## src/rtl/mem_access_stage.sv

```systemverilog
// Memory-access stage: aligned byte/half/word loads and stores over a req/ready/rvalid
// handshake, pipeline freeze while an access is in flight, and the MEM/WB register.
module mem_access_stage #(
  parameter int XLEN = 32
) (
  input  logic            clk,
  input  logic            rst_n,
  input  logic [XLEN-1:0] pc,
  input  logic [XLEN-1:0] ALUOut,
  input  logic [XLEN-1:0] DRAMIn,
  input  logic [1:0]      DRAM_EX_TYPE,
  input  logic            DRAMWE,
  input  logic [1:0]      RWSel,
  input  logic [4:0]      RegWr,
  input  logic            RegWe,
  input  logic            COMPOut,
  input  logic            Unsigned,
  output logic            mem_req,
  output logic            mem_we,
  output logic [XLEN-1:0] mem_addr,
  output logic [3:0]      mem_wstrb,
  output logic [XLEN-1:0] mem_wdata,
  input  logic            mem_ready,
  input  logic            mem_rvalid,
  input  logic [XLEN-1:0] mem_rdata,
  output logic            stall_o,
  output logic            misalign_o,
  output logic [XLEN-1:0] pc_o,
  output logic [4:0]      RegWr_o,
  output logic            RegWe_o,
  output logic [XLEN-1:0] WbData_o
);

  typedef enum logic [1:0] {
    ST_IDLE = 2'd0,
    ST_REQ  = 2'd1,
    ST_WAIT = 2'd2,
    ST_DONE = 2'd3
  } state_t;

  state_t          state_r, state_nxt_s;
  logic [1:0]      off_s;
  logic            is_mem_s, misalign_s, go_s, req_s, stall_s;
  logic            wb_load_s, wb_we_s;
  logic [3:0]      strb_s;
  logic [XLEN-1:0] wdata_s, wb_sel_s, load_buf_r;
  logic [XLEN-1:0] pc_r, wb_data_r;
  logic [4:0]      rd_r;
  logic            we_r, misalign_r;

  function automatic logic [31:0] load_extend(input logic [31:0] rdata, input logic [1:0] typ,
                                              input logic [1:0] off, input logic uns);
    logic [31:0] sh;
    logic [31:0] res;
    sh = rdata >> {off, 3'b000};
    case (typ)
      2'd0:    res = uns ? {24'd0, sh[7:0]}  : {{24{sh[7]}}, sh[7:0]};
      2'd1:    res = uns ? {16'd0, sh[15:0]} : {{16{sh[15]}}, sh[15:0]};
      default: res = rdata;
    endcase
    return res;
  endfunction

  assign off_s    = ALUOut[1:0];
  assign is_mem_s = DRAMWE | (RWSel == 2'd1);
  assign go_s     = is_mem_s & ~misalign_s;

  // Alignment check and store lane steering
  always_comb begin
    misalign_s = 1'b0;
    strb_s     = 4'b1111;
    wdata_s    = DRAMIn;
    case (DRAM_EX_TYPE)
      2'd0: begin
        strb_s  = 4'b0001 << off_s;
        wdata_s = {4{DRAMIn[7:0]}};
      end
      2'd1: begin
        misalign_s = ALUOut[0];
        strb_s     = 4'b0011 << off_s;
        wdata_s    = {2{DRAMIn[15:0]}};
      end
      default: misalign_s = (off_s != 2'b00);
    endcase
  end

  // FSM state register
  always_ff @(posedge clk or negedge rst_n) begin
    if (!rst_n) state_r <= ST_IDLE;
    else        state_r <= state_nxt_s;
  end

  // FSM next-state logic
  always_comb begin
    state_nxt_s = state_r;
    case (state_r)
      ST_IDLE, ST_REQ: begin
        if ((state_r == ST_REQ) || go_s) begin
          if (mem_ready) state_nxt_s = DRAMWE ? ST_DONE : ST_WAIT;
          else           state_nxt_s = ST_REQ;
        end else begin
          state_nxt_s = ST_IDLE;
        end
      end
      ST_WAIT: begin
        if (mem_rvalid) state_nxt_s = ST_DONE;
        else            state_nxt_s = ST_WAIT;
      end
      ST_DONE: state_nxt_s = ST_IDLE;
      default: state_nxt_s = ST_IDLE;
    endcase
  end

  // FSM outputs; gated by reset so a mid-access reset drops the request at once
  always_comb begin
    req_s   = 1'b0;
    stall_s = 1'b0;
    case (state_r)
      ST_IDLE: begin
        req_s   = go_s;
        stall_s = go_s;
      end
      ST_REQ: begin
        req_s   = 1'b1;
        stall_s = 1'b1;
      end
      ST_WAIT: stall_s = 1'b1;
      ST_DONE: stall_s = 1'b0;
      default: stall_s = 1'b0;
    endcase
  end

  assign mem_req   = req_s & rst_n;
  assign stall_o   = stall_s & rst_n;
  assign mem_we    = mem_req & DRAMWE;
  assign mem_addr  = {ALUOut[XLEN-1:2], 2'b00};
  assign mem_wstrb = strb_s;
  assign mem_wdata = wdata_s;

  // Load data buffer, captured only while waiting for the response
  always_ff @(posedge clk or negedge rst_n) begin
    if (!rst_n)                                load_buf_r <= '0;
    else if ((state_r == ST_WAIT) && mem_rvalid) load_buf_r <= load_extend(mem_rdata, DRAM_EX_TYPE, off_s, Unsigned);
    else                                       load_buf_r <= load_buf_r;
  end

  // Write-back source select and MEM/WB load/enable decisions
  always_comb begin
    case (RWSel)
      2'd0:    wb_sel_s = ALUOut;
      2'd1:    wb_sel_s = load_buf_r;
      2'd2:    wb_sel_s = pc + 32'd4;
      2'd3:    wb_sel_s = {31'd0, COMPOut};
      default: wb_sel_s = ALUOut;
    endcase
    wb_load_s = (state_r == ST_DONE) || ((state_r == ST_IDLE) && !go_s);
    if ((state_r == ST_IDLE) && is_mem_s && misalign_s) wb_we_s = 1'b0;
    else                                                 wb_we_s = RegWe & (RegWr != 5'd0);
  end

  // MEM/WB register; a bubble (write enable low) is loaded while stalled
  always_ff @(posedge clk or negedge rst_n) begin
    if (!rst_n) begin
      pc_r       <= '0;
      rd_r       <= 5'd0;
      we_r       <= 1'b0;
      wb_data_r  <= '0;
      misalign_r <= 1'b0;
    end else begin
      misalign_r <= (state_r == ST_IDLE) && is_mem_s && misalign_s;
      if (wb_load_s) begin
        pc_r      <= pc;
        rd_r      <= RegWr;
        we_r      <= wb_we_s;
        wb_data_r <= wb_sel_s;
      end else begin
        we_r <= 1'b0;
      end
    end
  end

  assign pc_o       = pc_r;
  assign RegWr_o    = rd_r;
  assign RegWe_o    = we_r;
  assign WbData_o   = wb_data_r;
  assign misalign_o = misalign_r;

endmodule
```

## config.mk

```make
export PLATFORM = sky130hd
export DESIGN_NAME = mem_access_stage
export DESIGN_NICKNAME = d
export VERILOG_FILES = /design/src/rtl/mem_access_stage.sv
export SDC_FILE = /design/constraint.sdc
export NUM_CORES = 1
export LEC_CHECK = 0
export ABC_AREA = 0
export BUFFER_PORTS_ARGS = -buffer_cell sky130_fd_sc_hd__clkbuf_2
export CAP_MARGIN = 40
export CORE_UTILIZATION = 52
export DETAILED_ROUTE_END_ITERATION = 6
export GPL_TIMING_DRIVEN = 0
export PLACE_DENSITY = 0.94
export SYNTH_ARGS = -nofsm -noshare
export SYNTH_HDL_FRONTEND = slang
export SYNTH_SLANG_ARGS = --single-unit
```

## constraint.sdc

```tcl
create_clock -name clk -period 3 [get_ports clk]
set_clock_uncertainty 0.2 [all_clocks]
set_input_delay 0.45 -clock clk [delete_from_list [all_inputs] [get_ports clk]]
set_output_delay 0.45 -clock clk [all_outputs]
set_load 0.005 [all_outputs]
```

### Word level (Yosys, flattened, before mapping)

Cells that the tools add are included.

| storage, ports and cells | value |
|---|---|
| flip-flop bits (word level) | 105 |
| input bits | 145 |
| output and inout bits | 142 |
| logic and storage cells | 55 |

| operators by class | value |
|---|---|
| add/subtract/negate cells | 1 |
| equal/unequal tests | 7 |
| shift operators | 3 |
| mux-type cells | 16 |
| bitwise gates (word level) | 7 |
| reductions and logical operators | 14 |

Operator list:

| cell | count |
|---|---|
| $pmux 32 s2 | 2 |
| $pmux 32 s4 | 1 |
| $mux 32 | 2 |
| $add 32x3->32 const B | 1 |
| $shr 32x5->16 | 1 |
| $eq 2x2->1 const B | 4 |
| $pmux 4 s2 | 1 |
| $eq 2x1->1 const B | 3 |
| $logic_not 2->1 | 3 |
| $pmux 2 s3 | 1 |
| $and 1x1->1 | 5 |
| $reduce_bool 5->1 | 1 |
| $logic_and 1x1->1 | 4 |
| $mux 1 | 4 |
| $mux 2 | 2 |
| $pmux 1 s2 | 2 |
| $reduce_or 2->1 | 2 |
| $shl 1x2->4 const A | 1 |
| $shl 2x2->4 const A | 1 |
| $pmux 1 s3 | 1 |
| $logic_or 1x1->1 | 2 |
| $reduce_bool 2->1 | 1 |
| $logic_not 1->1 | 1 |
| $not 1->1 | 1 |
| $or 1x1->1 | 1 |

### Logic depth before layout (Yosys ltp)

| depth | value |
|---|---|
| word-level depth | 8 |
| gate-level depth with buffers | 9 |
| mapped depth without buffers | 6 |

### Worst setup path after synthesis

No wires, ideal clock.

| timing | value |
|---|---|
| kind | input-to-reg |
| start | input port pc[2] |
| end | register wb_data_r[22], in the netlist WbData_o[22] |
| library setup time | 0.126 ns |
| data arrival time | 1.787 ns |
| data required time | 2.674 ns |
| setup slack | 0.887 ns |
| stages | 6 |
| buffers on the path | 0 |
| path through | ha_1 nand4_4 nor4_4 nand3_2 and3_1 o32a_1 |

| on the way | value |
|---|---|
| longest elaborated chain between the ends | 2 |

Ends and longest elaborated chain:

| what | RTL line | RTL |
|---|---|---|
| start: declaration | 8 | `input logic [XLEN-1:0] pc,` |
| $add 32x3->32 | 152 | `2'd2: wb_sel_s = pc + 32'd4;` |
| $pmux 32 s4 | 149 | `case (RWSel)` |
| end signal: assignment | 175 | `wb_data_r <= wb_sel_s;` |
| end: declaration | 47 | `logic [XLEN-1:0] pc_r, wb_data_r;` |

No other way between the ends.
A chain may end at the register's enable or synchronous reset.

### Worst setup path in the final report

| timing | value |
|---|---|
| start | input port DRAM_EX_TYPE[1] |
| end | output port mem_wdata[24] |

| on the way | value |
|---|---|
| longest elaborated chain between the ends | 2 |
| elaborated cells between the ends (all ways) | 3 |
| those cells by class | eq/ne: 1; mux: 1; reduce/logical: 1 |

Ends and longest elaborated chain:

| what | RTL line | RTL |
|---|---|---|
| start: declaration | 11 | `input logic [1:0] DRAM_EX_TYPE,` |
| $eq 2x1->1 / $logic_not 2->1 (equally long branches) | 73 | `case (DRAM_EX_TYPE)` |
| $pmux 32 s2 (*) | 73 |  |
| end: declaration | 22 | `output logic [XLEN-1:0] mem_wdata,` |

Every way passes the cells marked *; elsewhere a longest branch is shown, timed or not.

==> impl_metrics.tcl <==
set metrics [dict create \
    wirelength_um 22900 \
    portBuffers 279 \
    place_area_um2 8170 \
    finalHoldViolations 16 \
    clkSinkCount 105 \
    drc_errors 2 \
    hold_buffers 0 \
    cts-resized-gates 0 \
    cp_max_fo 10 \
    synth-seq-cells 105 \
    num_rows 40 \
    grt_most_used_layer "met2" \
    crit_chain "clkbuf_2 > clkbuf_1 > clkbuf_1 > clkbuf_1 > nand2_1 > o21ai_0 > clkbuf_2" \
    cts.htree.levels 3 \
    dp_cells 1227 \
    p_per_area_nw_per_um2 782 \
    clk_pin_slew_worst_paths_ns 0.07 \
    max_stage_delay_ns 0.41 \
    drv_cap 0 \
    antenna_found_initial 1 \
    min_path_type "input port to asynchronous set/reset pin" \
    drt_iter0_drc 656 \
    multi_input_area_um2 3330 \
    grt_remaining_overflow 0 \
    via_per_inst 5.68 \
    cp_top_family "buffers and inverters" \
    dr.pass1.iters 7 \
    grt_use_met2_pct 62.1 \
    die_area_um2 13000 \
    critPathBufInv 5 \
    syn_area_per_cell_um2 8.41 \
    fin_hold_ws_ns -0.0536 \
    post-cts-setup-buffers 0 \
    cp_common_cell "clkbuf_1" \
    fillers 1002 \
    postRouteAntennaNets 0 \
    numCtsBuffers 9 \
    synth-async-reset-ratio_pct 100 \
    wl_per_cell_um 18.4 \
    grt_usage_pct 35.5 \
    grt_max_degree 108 \
    finalCritPeriodShare_pct 91.5 \
    slew_violations 0 \
    grtUsageMet1_pct 41.2 \
    synth_warnings 0 \
    finalSetupTns_ns 0 \
    clock_path_buffers 2 \
    fin_crit_ns 2.74 \
    grt_first_pass_wirelength_um 35100 \
    worstSetupStartpointType "input port" \
    peakVddDrop_uv 379 \
    synth_edf_count 0 \
    rsz0062_at_grt "false" \
    max_freq_mhz 364 \
    drive_above_1_share_pct 36.0 \
    layoutNonFillerInstCount 1244 \
    finalPower_mw 6.64 \
    tritoncts "built" \
    final_area_um2 8490 \
    synth-seq-area-share_pct 40.1 \
    cts_root_buf "clkbuf_16" \
    vias 7065 \
    nets 1220 \
    core_um2 12200 \
    gp_congestion 0.888 \
    critPathArrivalTime_ns 2.09 \
    dieWidth_um 114 \
    p_leak_nw 4.43 \
    start_util_pct 53.9 \
    syn_inst 779 \
    final_util_pct 69.8 \
    syn_area_um2 6550 \
    setup_violations 0 \
    met3_usage_pct 5.93 \
    crit_slowest_cell "clkbuf_1" \
    hpwlAfterDp_um 18300 \
    outcome "finished with violations" \
    relSlewSlack_pct 42.5 \
    crit_required_ns 2.35 \
    tightest_slew_ns 0.863 \
    io_pins 287 \
    area_delta_synth_final_pct 29.6 \
    synth_cell_types 56 \
    crit_path_end_kind "primary output" \
    grt_pass1_vias 6809 \
    worstSetupPathType "input port to primary output" \
    violations "DRC, hold timing" \
    regArea_um2 2630 \
    fp.dieH_um 114 \
    clock_latency_ns 0.34 \
    synth_ff_type "dfrtp_1" \
]
## logic make-up (layout without fill, tap and decap cells)
logic type / after synthesis / after routing / synth area share, %
flip-flops: 105 / 105 / 40.1
buffers and inverters: 110 / 405 / 9.05
other: 1 / 3 / 0.0573
AND/OR/NAND/NOR: 310 / 310 / 21.3
AO/OA/AOI/OAI: 165 / 165 / 15.6
XOR/XNOR: 20 / 20 / 2.67
adder cells (fa/ha/maj): 5 / 5 / 0.955
multiplexers: 63 / 63 / 10.3
## metrics by stage
step	hold WS, ns	setup slack, ns
after floorplan	-0.0456	0.887
after global placement	0.249	-0.576
after detailed placement	0.255	0.315
after CTS	0.0412	0.313
after global routing	0.0792	0.127
final	-0.0536	0.255
## path summary, 6_finish.rpt
kind	start	endpoint	slack, ns	cells after the start
min in group clk	RegWr[1]	RegWr_o[1]	0.12	3
worst min-delay path	rst_n	load_buf_r[19]	-0.05	1
worst max register to register	state_r[0]	pc_o[7]	0.86	7
max in group asynchronous	rst_n	WbData_o[24]	2.00	1
worst max-delay path	DRAM_EX_TYPE[1]	mem_wdata[24]	0.26	7
worst min register to register	pc_o[5]	pc_o[5]	0.27	2
## registers in the layout (all words and copies together), names as in the netlist
name	cells
misalign_o	1
load_buf_r	32
RegWe_o	1
state_r	2
WbData_o	32
pc_o	32
RegWr_o	5
## cells in the final DEF (no fill, tap or decap), drive strengths merged, types with 8 or more instances in the layout
master,netlist,layout
a21oi,41,41
a22oi,11,11
buf,66,66
clkbuf,26,314
dfrtp,105,105
inv,18,19
mux2,16,16
mux2i,45,45
nand2,176,176
nand2b,8,8
nand3,15,15
nand4,11,11
nor2,60,60
nor3,13,13
o211ai,8,8
o21ai,58,58
o22ai,8,8
xnor2,10,10
xor2,10,10
## cell type report
type,count,share of cell area (%)
clock buffer,9,2.65
inverter,18,0.796
multi-input combinational,565,39.3
sequential,105,30.9
antenna,1,0.0295
clock inverter,7,1.11
tap,168,2.48
buffer,92,6.19
timing repair buffer,279,16.5
## cells in the mapped netlist, types with 5 or more instances
master | instances | area [µm²]
o21ai_0 | 58 | 290
buf_4 | 41 | 308
inv_1 | 18 | 67.6
nor2b_1 | 6 | 37.5
nor2_1 | 59 | 221
mux2_2 | 16 | 180
dfrtp_1 | 105 | 2630
nor3_1 | 13 | 65.1
a22oi_1 | 11 | 82.6
xnor2_1 | 10 | 87.6
nand2b_1 | 8 | 50.1
o21a_1 | 5 | 37.5
or3_1 | 5 | 31.3
ha_1 | 5 | 62.6
a31oi_1 | 5 | 31.3
o211ai_1 | 8 | 60.1
o22ai_1 | 7 | 43.8
nand3_1 | 12 | 60.1
buf_2 | 21 | 105
nand2_1 | 176 | 661
clkbuf_1 | 26 | 97.6
mux2i_1 | 45 | 450
nand4_1 | 9 | 56.3
a21oi_1 | 40 | 200
o221ai_1 | 5 | 43.8
xor2_1 | 10 | 87.6
## worst register-to-register path: stages (launching register included)
cell and delay (ns):
dfrtp_1 0.39, inv_1 0.09, ha_1 0.25, a21oi_2 0.23, buf_2 0.32, buf_2 0.33, nand2_1 0.13, o21ai_0 0.11
## power by group
group          total (mW)  internal (mW)  switching, mW
Combinational        2.85           1.17           1.68
Sequential           2.53           2.12          0.410
Clock                1.27          0.732          0.534
## per-layer routing
metal	wire, µm	share of wire (%)
met1	8270	36
met2	11400	50
met3	2080	9.1
met5	5	0.022
met4	1140	5.0
Power figures use the tool's default switching activity.
